File: src/rtl/sap_ctrl_seq_pkg.sv
// Shared definitions for the SAP-1 controller-sequencer: opcodes, one-hot
// T-state constants, control-word bit positions and the idle control word.
package sap_ctrl_seq_pkg;

    localparam int CW_W = 12;

    typedef enum logic [3:0] {
        OP_LDA = 4'b0000,
        OP_ADD = 4'b0001,
        OP_SUB = 4'b0010,
        OP_OUT = 4'b1110,
        OP_HLT = 4'b1111
    } opcode_e;

    localparam logic [5:0] T1 = 6'b000001;
    localparam logic [5:0] T2 = 6'b000010;
    localparam logic [5:0] T3 = 6'b000100;
    localparam logic [5:0] T4 = 6'b001000;
    localparam logic [5:0] T5 = 6'b010000;
    localparam logic [5:0] T6 = 6'b100000;

    localparam int CW_CP        = 11;
    localparam int CW_EP        = 10;
    localparam int CW_LM_N      = 9;
    localparam int CW_CE_N      = 8;
    localparam int CW_LI_N      = 7;
    localparam int CW_EI_N      = 6;
    localparam int CW_LA_N      = 5;
    localparam int CW_EA        = 4;
    localparam int CW_SUB       = 3;
    localparam int CW_ALU_OUT_N = 2;
    localparam int CW_LB_N      = 1;
    localparam int CW_LO_N      = 0;

    // Active-high strobes low, active-low strobes high.
    localparam logic [CW_W-1:0] CW_IDLE = 12'b0011_1110_0111;

    function automatic logic is_alu_op(input logic [3:0] op);
        return (op == OP_ADD) || (op == OP_SUB);
    endfunction

endpackage

File: src/rtl/sap_ctrl_seq_ring_counter_6.sv
// One-hot 6-state ring counter (T1..T6) with sync active-low reset, advance
// enable and a synchronous wrap-to-T1 used for variable-length machine cycles.
module ring_counter_6
    import sap_ctrl_seq_pkg::*;
(
    input  logic       clk,
    input  logic       rst_n,
    input  logic       en,
    input  logic       wrap,
    output logic [5:0] t_state
);

    always_ff @(posedge clk) begin
        if (!rst_n)
            t_state <= T1;
        else if (en)
            t_state <= wrap ? T1 : {t_state[4:0], t_state[5]};
    end

endmodule

File: src/rtl/sap_ctrl_seq.sv
// SAP-1 controller-sequencer: ring counter plus combinational control-word decode.
// Optional SAP_VAR_MCYCLE_EN shortens the machine cycle after the last busy T-state.
module sap_ctrl_seq
    import sap_ctrl_seq_pkg::*;
#(
    parameter int OPCODE_W = 4,
    parameter int NUM_T    = 6
) (
    input  logic                clk,
    input  logic                rst_n,
    input  logic                run,
    input  logic [OPCODE_W-1:0] ir_opcode,
    output logic [NUM_T-1:0]    t_state,
    output logic                halted,
    output logic                cp,
    output logic                ep,
    output logic                lm_n,
    output logic                ce_n,
    output logic                li_n,
    output logic                ei_n,
    output logic                la_n,
    output logic                ea,
    output logic                sub,
    output logic                alu_out_en_n,
    output logic                lb_n,
    output logic                lo_n
);

    logic            hlt_now;
    logic            en;
    logic            wrap;
    logic [CW_W-1:0] cw;

    // The HLT edge must not also advance the ring, so T4 stays frozen.
    assign hlt_now = (t_state == T4) && (ir_opcode == OP_HLT) && !halted;
    assign en      = run && !halted && !hlt_now;

`ifdef SAP_VAR_MCYCLE_EN
    assign wrap = ((t_state == T5) && (ir_opcode == OP_LDA)) ||
                  ((t_state == T4) && !is_alu_op(ir_opcode) &&
                   (ir_opcode != OP_LDA) && (ir_opcode != OP_HLT));
`else
    assign wrap = 1'b0;
`endif

    ring_counter_6 u_ring (
        .clk     (clk),
        .rst_n   (rst_n),
        .en      (en),
        .wrap    (wrap),
        .t_state (t_state)
    );

    always_ff @(posedge clk) begin
        if (!rst_n)
            halted <= 1'b0;
        else if (run && hlt_now)
            halted <= 1'b1;
    end

    // Opcode is only looked at in T4..T6; fetch states ignore it.
    always_comb begin
        cw = CW_IDLE;
        if (rst_n && !halted) begin
            case (t_state)
                T1: begin
                    cw[CW_EP]   = 1'b1;
                    cw[CW_LM_N] = 1'b0;
                end
                T2: cw[CW_CP] = 1'b1;
                T3: begin
                    cw[CW_CE_N] = 1'b0;
                    cw[CW_LI_N] = 1'b0;
                end
                T4: begin
                    if ((ir_opcode == OP_LDA) || is_alu_op(ir_opcode)) begin
                        cw[CW_EI_N] = 1'b0;
                        cw[CW_LM_N] = 1'b0;
                    end else if (ir_opcode == OP_OUT) begin
                        cw[CW_EA]   = 1'b1;
                        cw[CW_LO_N] = 1'b0;
                    end
                end
                T5: begin
                    if (ir_opcode == OP_LDA) begin
                        cw[CW_CE_N] = 1'b0;
                        cw[CW_LA_N] = 1'b0;
                    end else if (is_alu_op(ir_opcode)) begin
                        cw[CW_CE_N] = 1'b0;
                        cw[CW_LB_N] = 1'b0;
                        // Early sub gives the complement path a full cycle to settle.
                        cw[CW_SUB]  = (ir_opcode == OP_SUB);
                    end
                end
                T6: begin
                    if (is_alu_op(ir_opcode)) begin
                        cw[CW_ALU_OUT_N] = 1'b0;
                        cw[CW_LA_N]      = 1'b0;
                        cw[CW_SUB]       = (ir_opcode == OP_SUB);
                    end
                end
                default: cw = CW_IDLE;
            endcase
        end
    end

    assign cp           = cw[CW_CP];
    assign ep           = cw[CW_EP];
    assign lm_n         = cw[CW_LM_N];
    assign ce_n         = cw[CW_CE_N];
    assign li_n         = cw[CW_LI_N];
    assign ei_n         = cw[CW_EI_N];
    assign la_n         = cw[CW_LA_N];
    assign ea           = cw[CW_EA];
    assign sub          = cw[CW_SUB];
    assign alu_out_en_n = cw[CW_ALU_OUT_N];
    assign lb_n         = cw[CW_LB_N];
    assign lo_n         = cw[CW_LO_N];

endmodule

File: config.mk
export PLATFORM = sky130hd
export DESIGN_NAME = sap_ctrl_seq
export DESIGN_NICKNAME = d
export VERILOG_FILES = /design/src/rtl/sap_ctrl_seq_pkg.sv /design/src/rtl/sap_ctrl_seq_ring_counter_6.sv /design/src/rtl/sap_ctrl_seq.sv
export SDC_FILE = /design/constraint.sdc
export NUM_CORES = 1
export LEC_CHECK = 0
export ABC_AREA = 1
export BUFFER_PORTS_ARGS = -buffer_cell sky130_fd_sc_hd__buf_4
export CAP_MARGIN = 20
export CORE_MARGIN = 3
export CORE_UTILIZATION = 35
export CTS_BUF_LIST = sky130_fd_sc_hd__clkbuf_8
export DETAILED_ROUTE_END_ITERATION = 12
export PLACE_DENSITY_LB_ADDON = 0.2
export SETUP_SLACK_MARGIN = 0.5
export SLEW_MARGIN = 20
export SYNTH_ARGS = -nofsm -noshare
export SYNTH_HDL_FRONTEND = slang
export SYNTH_SLANG_ARGS = --single-unit
File: constraint.sdc
create_clock -name clk -period 1.39 [get_ports clk]
set_clock_uncertainty 0.05 [all_clocks]
set_input_delay 0.3475 -clock clk [delete_from_list [all_inputs] [get_ports clk]]
set_output_delay 0.3475 -clock clk [all_outputs]
set_load 0.01 [all_outputs]
==> flow_summary.toml, run 1 <==
[status]
run_status = "stopped before the end"
failing_step = "global routing (5_1_grt)"
firstError = "[ERROR DPL-0033] detailed placement checks failed during check placement."

[clock_tree]
cts_max_level = 1
cts_buffer_depth = 2
clkSinkCount = 7
hold_buffers = 0
cts_buffers = 3
root_buffer = "clkbuf_8"

[grt]
antenna_found_initial = 0
grt_max_degree = 13

[yosys]
syn-num-nets = 104
synth_area_leaders = "dfxtp_1 25%, nor2_1 14%, inv_1 11%, nand2_1 11%, nand3_1 11%"
netlist_area_sq_um = 571
synth_edf_count = 0
yosysUniqueCellTypes = 17
seq_area_frac_synth_pct = 24.6
avgSynthCellArea_sq_um = 5.88
yosys.area.top_type = "dfxtp_1"
yosysWarnings = 0
async_flop_share_pct = 0
ys.flop_type = "dfxtp_1"
synth_cells = 97
synth_top_cell_area_share_pct = 24.6
synthTopCellsByCount = "21 x nor2_1, 17 x inv_1, 17 x nand2_1, 12 x nand3_1"
yosysMostFrequentCell = "nor2_1"
ys_seq_elements = 7

[sta]
worst_endpoint = "la_n"
worst_endpoint_kind = "output port"

[place]
dpl.hpwl_um = 1290
io_buffers = 25
dp_cells = 153
gp_congestion = 0.759
dpl_cell_area_sq_um = 976

[floorplanning]
io_pins = 26
num_rows = 13
die_w_um = 46.4
start_util_pct = 40.3
dieHeight_um = 46.4
[metrics by stage]
| stage | worst slack [ns] | hold WS (ns) | util (%) |
|---|---|---|---|
| 4_1_cts | -0.258 | 0.336 | 81.2 |
| 2_1_floorplan | 0.0507 | 0.381 | - |
| 3_5_place_dp | -0.186 | 0.455 | 69.0 |
| 3_3_place_gp | -0.145 | 0.452 | 69.0 |
[cells by family after synthesis]
group,Yosys count,synth area share [%]
compound gates,10,8.99
simple gates,61,52.0
flops,7,24.6
buf+inv,19,14.5
[timing repair]
item                                    4_1_cts
endpoints found under the setup margin       26
setup buffers                                 4
pin swaps                                     8
cloned                                        1
resized for setup                            27
==> run 2: changes to the inputs <==
--- a/config.mk
+++ b/config.mk
@@ -8,12 +8,10 @@
 export ABC_AREA = 1
 export BUFFER_PORTS_ARGS = -buffer_cell sky130_fd_sc_hd__buf_4
 export CAP_MARGIN = 20
-export CORE_MARGIN = 3
-export CORE_UTILIZATION = 35
-export CTS_BUF_LIST = sky130_fd_sc_hd__clkbuf_8
+export CORE_AREA = 3 3 64 66
 export DETAILED_ROUTE_END_ITERATION = 12
-export PLACE_DENSITY_LB_ADDON = 0.2
-export SETUP_SLACK_MARGIN = 0.5
+export DIE_AREA = 0 0 67 69
+export PLACE_DENSITY_LB_ADDON = 0.15
 export SLEW_MARGIN = 20
 export SYNTH_ARGS = -nofsm -noshare
 export SYNTH_HDL_FRONTEND = slang
==> run 2 against run 1 <==
Compared with the run above:
- synthesized area stayed put
- synthesized cell count is the same
- the flow now finishes, with violations (negative setup slack)
==> flow_summary.toml, run 2 <==
[status]
run_status = "finished with violations"
violations = "negative setup slack"

[routing]
wire_per_inst_um = 9.95
wl_met2_um = 941
via_per_inst = 3.89
m1WireLength_um = 892
wl_met3_um = 92
via_count = 762
drt_first_pass_iters = 4
drc = 0
drt-total-wl_um = 1950
postRouteAntennaNets = 0
top_layer = "met4"
dr.first_iter.drc_count = 26

[sta]
slew_viol_final = 0
finalSetupViolations = 12
layout_min_cycle_time_ns = 1.67
tightest_slew_ns = 0.253
fin_ws_ns = -0.277
hold_violations = 0
finalCritPeriodShare_pct = 120
max_freq_ghz = 0.600
rsz0062_at_grt = "true"
relSlewSlack_pct = 83.1

[power]
powerDensity_nw_per_um2 = 652
p_int_mw = 0.546
switching_share_pct = 29.8
fin_total_pwr_mw = 0.779
ir_drop_mv = 0.321
p_sw_mw = 0.232
static-leakage-power_nw = 0.584
share_comb_of_total_power_pct = 33.7
sequentialPowerShare_pct = 29.6
clock_power_share_pct = 36.7

[floorplanning]
num_rows = 22
die-area_sq_um = 4620
dieHeight_um = 69
coreArea_sq_um = 3630
start_util_pct = 15.7
io_pins = 26
die_w_um = 67

[grt]
gr-total-overflow = 0
grt_pass1_wl_um = 3330
track_usage_pct = 9.06
grt_max_degree = 13
antenna_found_initial = 0
grt_pass1_vias = 741

[yosys]
synth_cells = 97
yosysWarnings = 0
synth_edf_count = 0
ys_seq_elements = 7
synth_area_leaders = "dfxtp_1 25%, nor2_1 14%, inv_1 11%, nand2_1 11%, nand3_1 11%"
synth_top_cell_area_share_pct = 24.6
seq_area_frac_synth_pct = 24.6
avgSynthCellArea_sq_um = 5.88
netlist_area_sq_um = 571
ys.flop_type = "dfxtp_1"
synthTopCellsByCount = "21 x nor2_1, 17 x inv_1, 17 x nand2_1, 12 x nand3_1"
yosys.area.top_type = "dfxtp_1"
yosysMostFrequentCell = "nor2_1"
yosysUniqueCellTypes = 17
async_flop_share_pct = 0
syn-num-nets = 104

[setup_path]
worstPathArrival_ns = 1.27
worstReg2RegStart = "u_ring.t_state[0]"
r2r_cells = 8
r2r_end = "u_ring.t_state[1]"
path_class = "reg2out"
critPathMaxFanout = 3
end_kind = "output pin"
rrSetupSlack_ns = 0.04
crit_required_ns = 0.99
critPathLaunchType = "register"

[clock_tree]
clk_latency_ns = 0.22
path_clk_slew_ns = 0.04
cts_max_level = 1
clkSinkCount = 7
cts_tree = "done"
cts_buffer_depth = 2
hold_buffers = 0
cts_buffers = 3
root_buffer = "clkbuf_8"

[layout]
final_common_cell = "buf_4"
fillCellCount = 405
nets = 156
largest_reg_flops = 6
top_register = "u_ring.t_state"
synthToLayoutAreaGrowth_pct = 109
layout_common_cells = "36 x buf_4, 15 x nor2_1, 13 x nand2_1, 13 x buf_6, 12 x inv_1"
diodes = 0
drive_gt1_share_pct = 61.5
reg_top3 = "u_ring.t_state x6, halted x1"
fin_cells = 196

[worst_hold_path]
min_path_type = "in2reg"
hold_depth = 3
min_to = "halted"
holdCritStartpoint = "run"

[place]
gp_congestion = 0.740
io_buffers = 25
dpl.hpwl_um = 1570
dp_slack_ns = -0.233
dp_cells = 188

[run]
drv_cap = 0
==> run 2: cell counts after synthesis <==
Identical to the previous run, type by type.
==> run 2: stage by stage <==
stage               cell area, sq um  TNS, ns  util, %  hold WS (ns)
floorplan                        581        0        -         0.382
global placement                 960    -1.79     26.4         0.537
detailed placement               960    -1.81     26.4         0.528
CTS                             1100    -2.72     30.3         0.369
global route                    1190    -4.14     32.9         0.378
finish                          1190    -2.62     32.9         0.364
==> run 2: cells by family after synthesis <==
kind of cell	Yosys count	synth area share (%)
buffers and inverters	19	14.5
and+or+nand+nor	61	52.0
AOI/OAI and AO/OA	10	8.99
DFF	7	24.6
==> run 2: worst max-delay path by stage <==
stage / from / endpoint / slack [ns] / depth (start not counted)
floorplan: u_ring.t_state[4] / sub / 0.03 / 6
global placement: ir_opcode[3] / la_n / -0.23 / 8
detailed placement: ir_opcode[3] / la_n / -0.23 / 8
CTS: u_ring.t_state[2] / ce_n / -0.28 / 7
global route: u_ring.t_state[2] / la_n / -0.39 / 9
finish: u_ring.t_state[2] / la_n / -0.28 / 9
==> run 2: metal layers <==
layer  GRT usage, %  vias up
met4           4.05        0
li1               -      405
met2           14.2       19
met3           1.47        2
met5              0        -
met1           11.9      336
==> run 2: power by group through the flow <==
stage | Combinational (mW) | Clock [mW] | Sequential (mW)
floorplan | 0.0891 | 0 | 0.243
detailed placement | 0.215 | 0 | 0.231
global placement | 0.215 | 0 | 0.231
global route | 0.289 | 0.311 | 0.233
CTS | 0.241 | 0.300 | 0.230
finish | 0.262 | 0.286 | 0.230
==> run 2: critical path, cell delays in order, from the launching register on <==
cell and delay (ns):
dfxtp_4 0.35, nor2_4 0.13, nand2_2 0.06, inv_2 0.08, nand2_2 0.06, inv_2 0.07
nor2_2 0.05, nor2_1 0.08, nand2_1 0.07, buf_6 0.12
==> run 2: area by class of cell <==
class                   instances  area (sq um)  area share (%)
multi-input cells              71           452            37.8
repair buffers                 49           417            34.9
inverters                      17          71.3            5.97
well taps                      48          60.1            5.03
clock buffers                   4          45.0            3.77
flip-flops and latches          7           149            12.5
==> run 2: repair_timing <==
action | CTS | global route
hold endpoints to repair | 0 | 0
pin swaps | 5 | 5
buffers inserted | 3 | 1
setup endpoints to repair | 18 | 18
gates resized for setup | 25 | 24
(Power assumes the default switching activity.)
==> run 3: changes to the inputs <==
--- a/config.mk
+++ b/config.mk
@@ -8,6 +8,8 @@
 export ABC_AREA = 1
 export BUFFER_PORTS_ARGS = -buffer_cell sky130_fd_sc_hd__buf_4
 export CAP_MARGIN = 20
+export CELL_PAD_IN_SITES_DETAIL_PLACEMENT = 0
+export CELL_PAD_IN_SITES_GLOBAL_PLACEMENT = 2
 export CORE_AREA = 3 3 64 66
 export DETAILED_ROUTE_END_ITERATION = 12
 export DIE_AREA = 0 0 67 69
==> run 3 against run 2 <==
Compared with the run above:
- the run still ends with negative setup slack left
- non-clock buffer count is 2 higher
- sequential share of layout area is 0.58 points lower
- setup slack better by 0.0048 ns
- via count rose by 1.3%
- global-route usage decreased by 0.083 points
- cell area is 4.0% higher
- total power up 3.7%
- largest cell class unchanged
- flip-flop and latch count unchanged
==> flow_summary.toml, run 3 (synthesized netlist as in run 2, its figures left out) <==
[routing]
postRouteAntennaNets = 0
drt-total-wl_um = 2010
wire_per_inst_um = 10.2
drt_first_pass_iters = 4
via_per_inst = 3.90
drc = 0
dr.first_iter.drc_count = 32
via_count = 772

[sta]
fin_tns_setup_ns = -2.55
tightest_slew_ns = 0.247
slew_viol_final = 0
finalSetupViolations = 12
relSlewSlack_pct = 83.5
max_freq_ghz = 0.602
rsz0062_at_grt = "true"
hold_violations = 0
finalCritPeriodShare_pct = 120
fin_ws_ns = -0.272
layout_min_cycle_time_ns = 1.66

[status]
run_status = "finished with violations"
violations = "negative setup slack"

[clock_tree]
cts_max_level = 1
clk_latency_ns = 0.22
path_clk_slew_ns = 0.04
cts_buffers = 3
hold_buffers = 0
root_buffer = "clkbuf_8"
cts_tree = "done"
clkSinkCount = 7
cts_buffer_depth = 2

[layout]
drive_gt1_share_pct = 64.7
top_register = "u_ring.t_state"
layout_common_cells = "38 x buf_4, 13 x nor2_1, 13 x nand2_1, 13 x buf_6, 12 x inv_1"
final_common_cell = "buf_4"
fin_cells = 198
reg_top3 = "u_ring.t_state x6, halted x1"
diodes = 0
multi_input_area_sq_um = 490
synthToLayoutAreaGrowth_pct = 118
fillCellCount = 411
register_area_sq_um = 148
nets = 158
fin_area_sq_um = 1240
largest_reg_flops = 6

[place]
dp_cells = 190
gp_congestion = 0.676
dpl_cell_area_sq_um = 975
io_buffers = 25
dp_slack_ns = -0.234
dpl.hpwl_um = 1640

[setup_path]
worstPathArrival_ns = 1.26
r2r_cells = 8
path_class = "reg2out"
end_kind = "output pin"
crit_chain = "nor2_4, nand2_2, inv_2, nand2_2, inv_2, nor2_2, nor2_1, nand2_1, buf_6"
critPathMaxFanout = 2
worstReg2RegStart = "u_ring.t_state[1]"
crit_required_ns = 0.99
critical-path-max-stage-delay_ns = 0.33
rrSetupSlack_ns = 0.02
critPathLaunchType = "register"
slowest_stage = "dfxtp_2"
r2r_end = "u_ring.t_state[4]"
crit_buf_inv = 3
cp_top_family = "simple AND/OR/NAND/NOR gates"

[power]
powerDensity_nw_per_um2 = 651
ir_drop_mv = 0.343
static-leakage-power_nw = 0.599
fin_total_pwr_mw = 0.808

[run]
drv_cap = 0

[floorplanning]
die-area_sq_um = 4620
dieHeight_um = 69
die_w_um = 67
start_util_pct = 15.7
num_rows = 22
coreArea_sq_um = 3630
io_pins = 26

[worst_hold_path]
min_to = "halted"
min_path_type = "in2reg"
hold_depth = 3
holdCritStartpoint = "run"

[grt]
antenna_found_initial = 0
gr-total-overflow = 0
track_usage_pct = 8.97
grt_pass1_wl_um = 3250
grt_max_degree = 13
grt_pass1_vias = 723
run 3: final cells by class:
type	instances	area share, %
clock buffer	4	3.63
inverter	17	5.34
multi-input combinational	71	39.5
sequential	7	11.9
tap	48	4.84
timing repair buffer	51	34.8
run 3: timing repair:
| action | CTS | global route |
|---|---|---|
| setup endpoints to repair | 18 | 18 |
| pin swaps | 5 | 11 |
| buffers inserted | 2 | 2 |
| gates resized for setup | 28 | 26 |
run 3: layer usage:
metal  vias up  track usage [%]  part of all wire, %  wire (um)
li1        410                -                    -          -
met1       342             11.3                   44        875
met2        18             15.0                   50       1010
met3         2            0.977                  5.4        108
met4         0             4.05                 0.85         17
met5         -                0                    0          0
run 3: worst reg2reg max path, cell delays in order (launching register included):
cell	delay, ns
dfxtp_2	0.32
nor2_4	0.12
buf_6	0.11
nand2_4	0.04
nor2_4	0.17
buf_6	0.14
nand2_8	0.09
a21oi_2	0.17
nor2_1	0.05
run 3: per-stage QoR:
step	utilization, %	hold slack (ns)
after detailed placement	26.8	0.533
after global routing	34.2	0.365
final	34.2	0.364
after CTS	30.6	0.360
after global placement	26.8	0.518
after floorplan	-	0.382
run 3: worst max-delay path by stage:
stage	from	slack [ns]	cells past startpoint	end
CTS	u_ring.t_state[2]	-0.30	7	ce_n
finish	u_ring.t_state[2]	-0.27	9	la_n
floorplan	u_ring.t_state[4]	0.03	6	sub
global placement	rst_n	-0.22	7	lm_n
global route	u_ring.t_state[2]	-0.39	7	ce_n
detailed placement	rst_n	-0.23	7	lm_n
run 3: report_power, final:
| part | internal, mW | switching [mW] | leakage [nW] |
|---|---|---|---|
| logic | 0.145 | 0.142 | 0.517 |
| clock network | 0.199 | 0.0894 | 0.0228 |
| registers | 0.218 | 0.0152 | 0.0593 |
| total | 0.561 | 0.246 | 0.599 |
==> run 4: changes to the inputs <==
--- a/config.mk
+++ b/config.mk
@@ -11,10 +11,12 @@
 export CELL_PAD_IN_SITES_DETAIL_PLACEMENT = 0
 export CELL_PAD_IN_SITES_GLOBAL_PLACEMENT = 2
 export CORE_AREA = 3 3 64 66
+export CTS_CLUSTER_SIZE = 25
 export DETAILED_ROUTE_END_ITERATION = 12
 export DIE_AREA = 0 0 67 69
 export PLACE_DENSITY_LB_ADDON = 0.15
 export SLEW_MARGIN = 20
 export SYNTH_ARGS = -nofsm -noshare
 export SYNTH_HDL_FRONTEND = slang
+export SYNTH_HIERARCHICAL = 1
 export SYNTH_SLANG_ARGS = --single-unit
==> run 4 against run 3 <==
Compared with the run above:
- the flow still finishes with violations (negative setup slack)
- via count decreased by 0.52%
- count of clock-buffer cells in the layout unchanged
- combinational power decreased by 11%
- register-to-register slack got worse by 0.23 ns
- critical path type unchanged
- largest power group unchanged
==> flow_summary.toml, run 4 <==
[status]
run_status = "finished with violations"
violations = "negative setup slack"

[clock_tree]
hold_buffers = 0
cts_max_level = 1
cts_tree = "done"
root_buffer = "clkbuf_8"
clkSinkCount = 7
cts_buffer_depth = 2
cts_buffers = 3
clk_latency_ns = 0.22
path_clk_slew_ns = 0.04

[sta]
finalSetupViolations = 19
finalCritPeriodShare_pct = 120
layout_min_cycle_time_ns = 1.67
rsz0062_at_grt = "true"
max_freq_ghz = 0.598
fin_tns_setup_ns = -3.92
fin_ws_ns = -0.282
hold_violations = 0
slew_viol_final = 0

[power]
sequentialPowerShare_pct = 29.7
p_int_mw = 0.531
ir_drop_mv = 0.425
share_comb_of_total_power_pct = 32.9
powerDensity_nw_per_um2 = 609
static-leakage-power_nw = 0.622
clock_power_share_pct = 37.4
switching_share_pct = 31.1
fin_total_pwr_mw = 0.771
p_sw_mw = 0.240

[yosys]
yosys.area.top_type = "dfxtp_1"
yosysWarnings = 6
yosysUniqueCellTypes = 26
seq_area_frac_synth_pct = 22.4
synth_area_leaders = "dfxtp_1 22%, inv_1 7.2%, nand2_1 7.2%, nor2_1 7.2%, nor2_4 5.4%"
ys.flop_type = "dfxtp_1"
synth_edf_count = 0
synthTopCellsByCount = "12 x inv_1, 12 x nand2_1, 12 x nor2_1, 7 x dfxtp_1"
ys_seq_elements = 7
synth_top_cell_area_share_pct = 22.4
avgSynthCellArea_sq_um = 6.73
netlist_area_sq_um = 626
async_flop_share_pct = 0
synth_cells = 93

[worst_hold_path]
min_path_type = "in2reg"
holdCritStartpoint = "run"

[layout]
layout_common_cells = "43 x buf_4, 12 x inv_1, 12 x nand2_1"
drive_gt1_share_pct = 66.2
synthToLayoutAreaGrowth_pct = 102
top_register = "u_ring/t_state"
utilization_pct = 34.8
final_common_cell = "buf_4"
nets = 159
reg_top3 = "u_ring/t_state x6, halted x1"
fillCellCount = 408
diodes = 0
largest_reg_flops = 6

[setup_path]
crit_chain = "nor2_4, nand4_1, or2_1, buf_6"
slowest_stage = "dfxtp_4"
crit_required_ns = 0.99
path_class = "reg2out"
worstReg2RegStart = "u_ring/t_state[2]"
critPathLaunchType = "register"
crit_buf_inv = 1
critPathMaxFanout = 4
cp_top_family = "simple AND/OR/NAND/NOR gates"
critical-path-max-stage-delay_ns = 0.35
worstSetupStartpoint = "u_ring/t_state[4]"
worstPathArrival_ns = 1.27
end_kind = "output pin"

[grt]
top_usage_layer = "met2"
grt_use_met3_pct = 1.79
grt_use_met2_pct = 13.8
global_route.usage.met1_pct = 10.8
grt_max_degree = 8
gr-total-overflow = 0
track_usage_pct = 8.73
grt_pass1_vias = 681
grt_pass1_wl_um = 3130
antenna_found_initial = 0

[run]
drv_cap = 0

[routing]
wire_per_inst_um = 10.4
via_per_inst = 3.86
drc = 0
drt_first_pass_iters = 4
dr.first_iter.drc_count = 17
via_count = 768
drt-total-wl_um = 2080
postRouteAntennaNets = 0

[place]
gp_congestion = 0.686
dpl.hpwl_um = 1580
io_buffers = 25

[floorplanning]
die-area_sq_um = 4620
io_pins = 26
coreArea_sq_um = 3630
start_util_pct = 17.2
num_rows = 22
die_w_um = 67
dieHeight_um = 69
[run 4: changes by cell type after synthesis, sizes merged, moves of 2 or more]
| cell | delta |
|---|---|
| buf | -2 |
| nand3 | -8 |
| nor2 | -7 |
| o21ai | +7 |
[run 4: repair_timing]
| item | CTS | global route |
|---|---|---|
| pin swaps | 3 | 15 |
| endpoints found under the setup margin | 12 | 18 |
| buffers inserted | 1 | 4 |
| resized for setup | 11 | 31 |
[run 4: through the flow]
stage	instance area (sq um)	worst slack, ns	hold WS [ns]	std cells
finish	1270	-0.282	0.341	199
global route	1270	-0.359	0.340	199
CTS	1130	-0.285	0.335	195
detailed placement	1050	-0.210	0.509	190
global placement	1050	-0.172	0.514	190
floorplan	634	0.0279	0.383	94
[run 4: path summary, 6_finish.rpt]
check	end	slack [ns]	cells past startpoint
max	li_n	-0.28	4
min	halted	0.34	3
max reg2reg	u_ring/t_state[4]	-0.21	11
min reg2reg	halted	0.54	3
[run 4: logic make-up after synthesis]
kind of cell | after synthesis | synth area share (%)
DFF | 7 | 22.4
AOI/OAI and AO/OA | 17 | 15.8
buffers and inverters | 18 | 11.2
and+or+nand+nor | 50 | 50.0
other | 1 | 0.599
[run 4: power groups by stage]
stage / Combinational (mW) / Clock, mW / Sequential (mW)
2_1_floorplan: 0.100 / 0 / 0.241
3_3_place_gp: 0.218 / 0 / 0.233
3_5_place_dp: 0.219 / 0 / 0.233
4_1_cts: 0.227 / 0.298 / 0.232
5_1_grt: 0.280 / 0.309 / 0.230
6_report: 0.254 / 0.288 / 0.229
[run 4: cell type report]
type	count	area (sq um)	area share, %
inverter	18	75.1	5.93
sequential	7	158	12.5
multi-input combinational	69	493	38.9
tap	48	60.1	4.74
clock buffer	4	45.0	3.56
timing repair buffer	53	435	34.4
[run 4: worst reg2reg max path, cell delays in order, from the launching register on]
cell and delay (ns):
dfxtp_4 0.37, inv_2 0.05, nand2_4 0.07, nor2_8 0.05, buf_6 0.11, buf_6 0.10
buf_6 0.10, buf_6 0.11, a21oi_4 0.19, inv_4 0.08, a21oi_1 0.13, nor2_1 0.05
[run 4: layer usage]
layer | part of all wire, % | vias up
met3 | 3.4 | 2
met4 | 1.3 | 0
met2 | 53 | 10
li1 | - | 412
met1 | 42 | 344
met5 | 0 | -
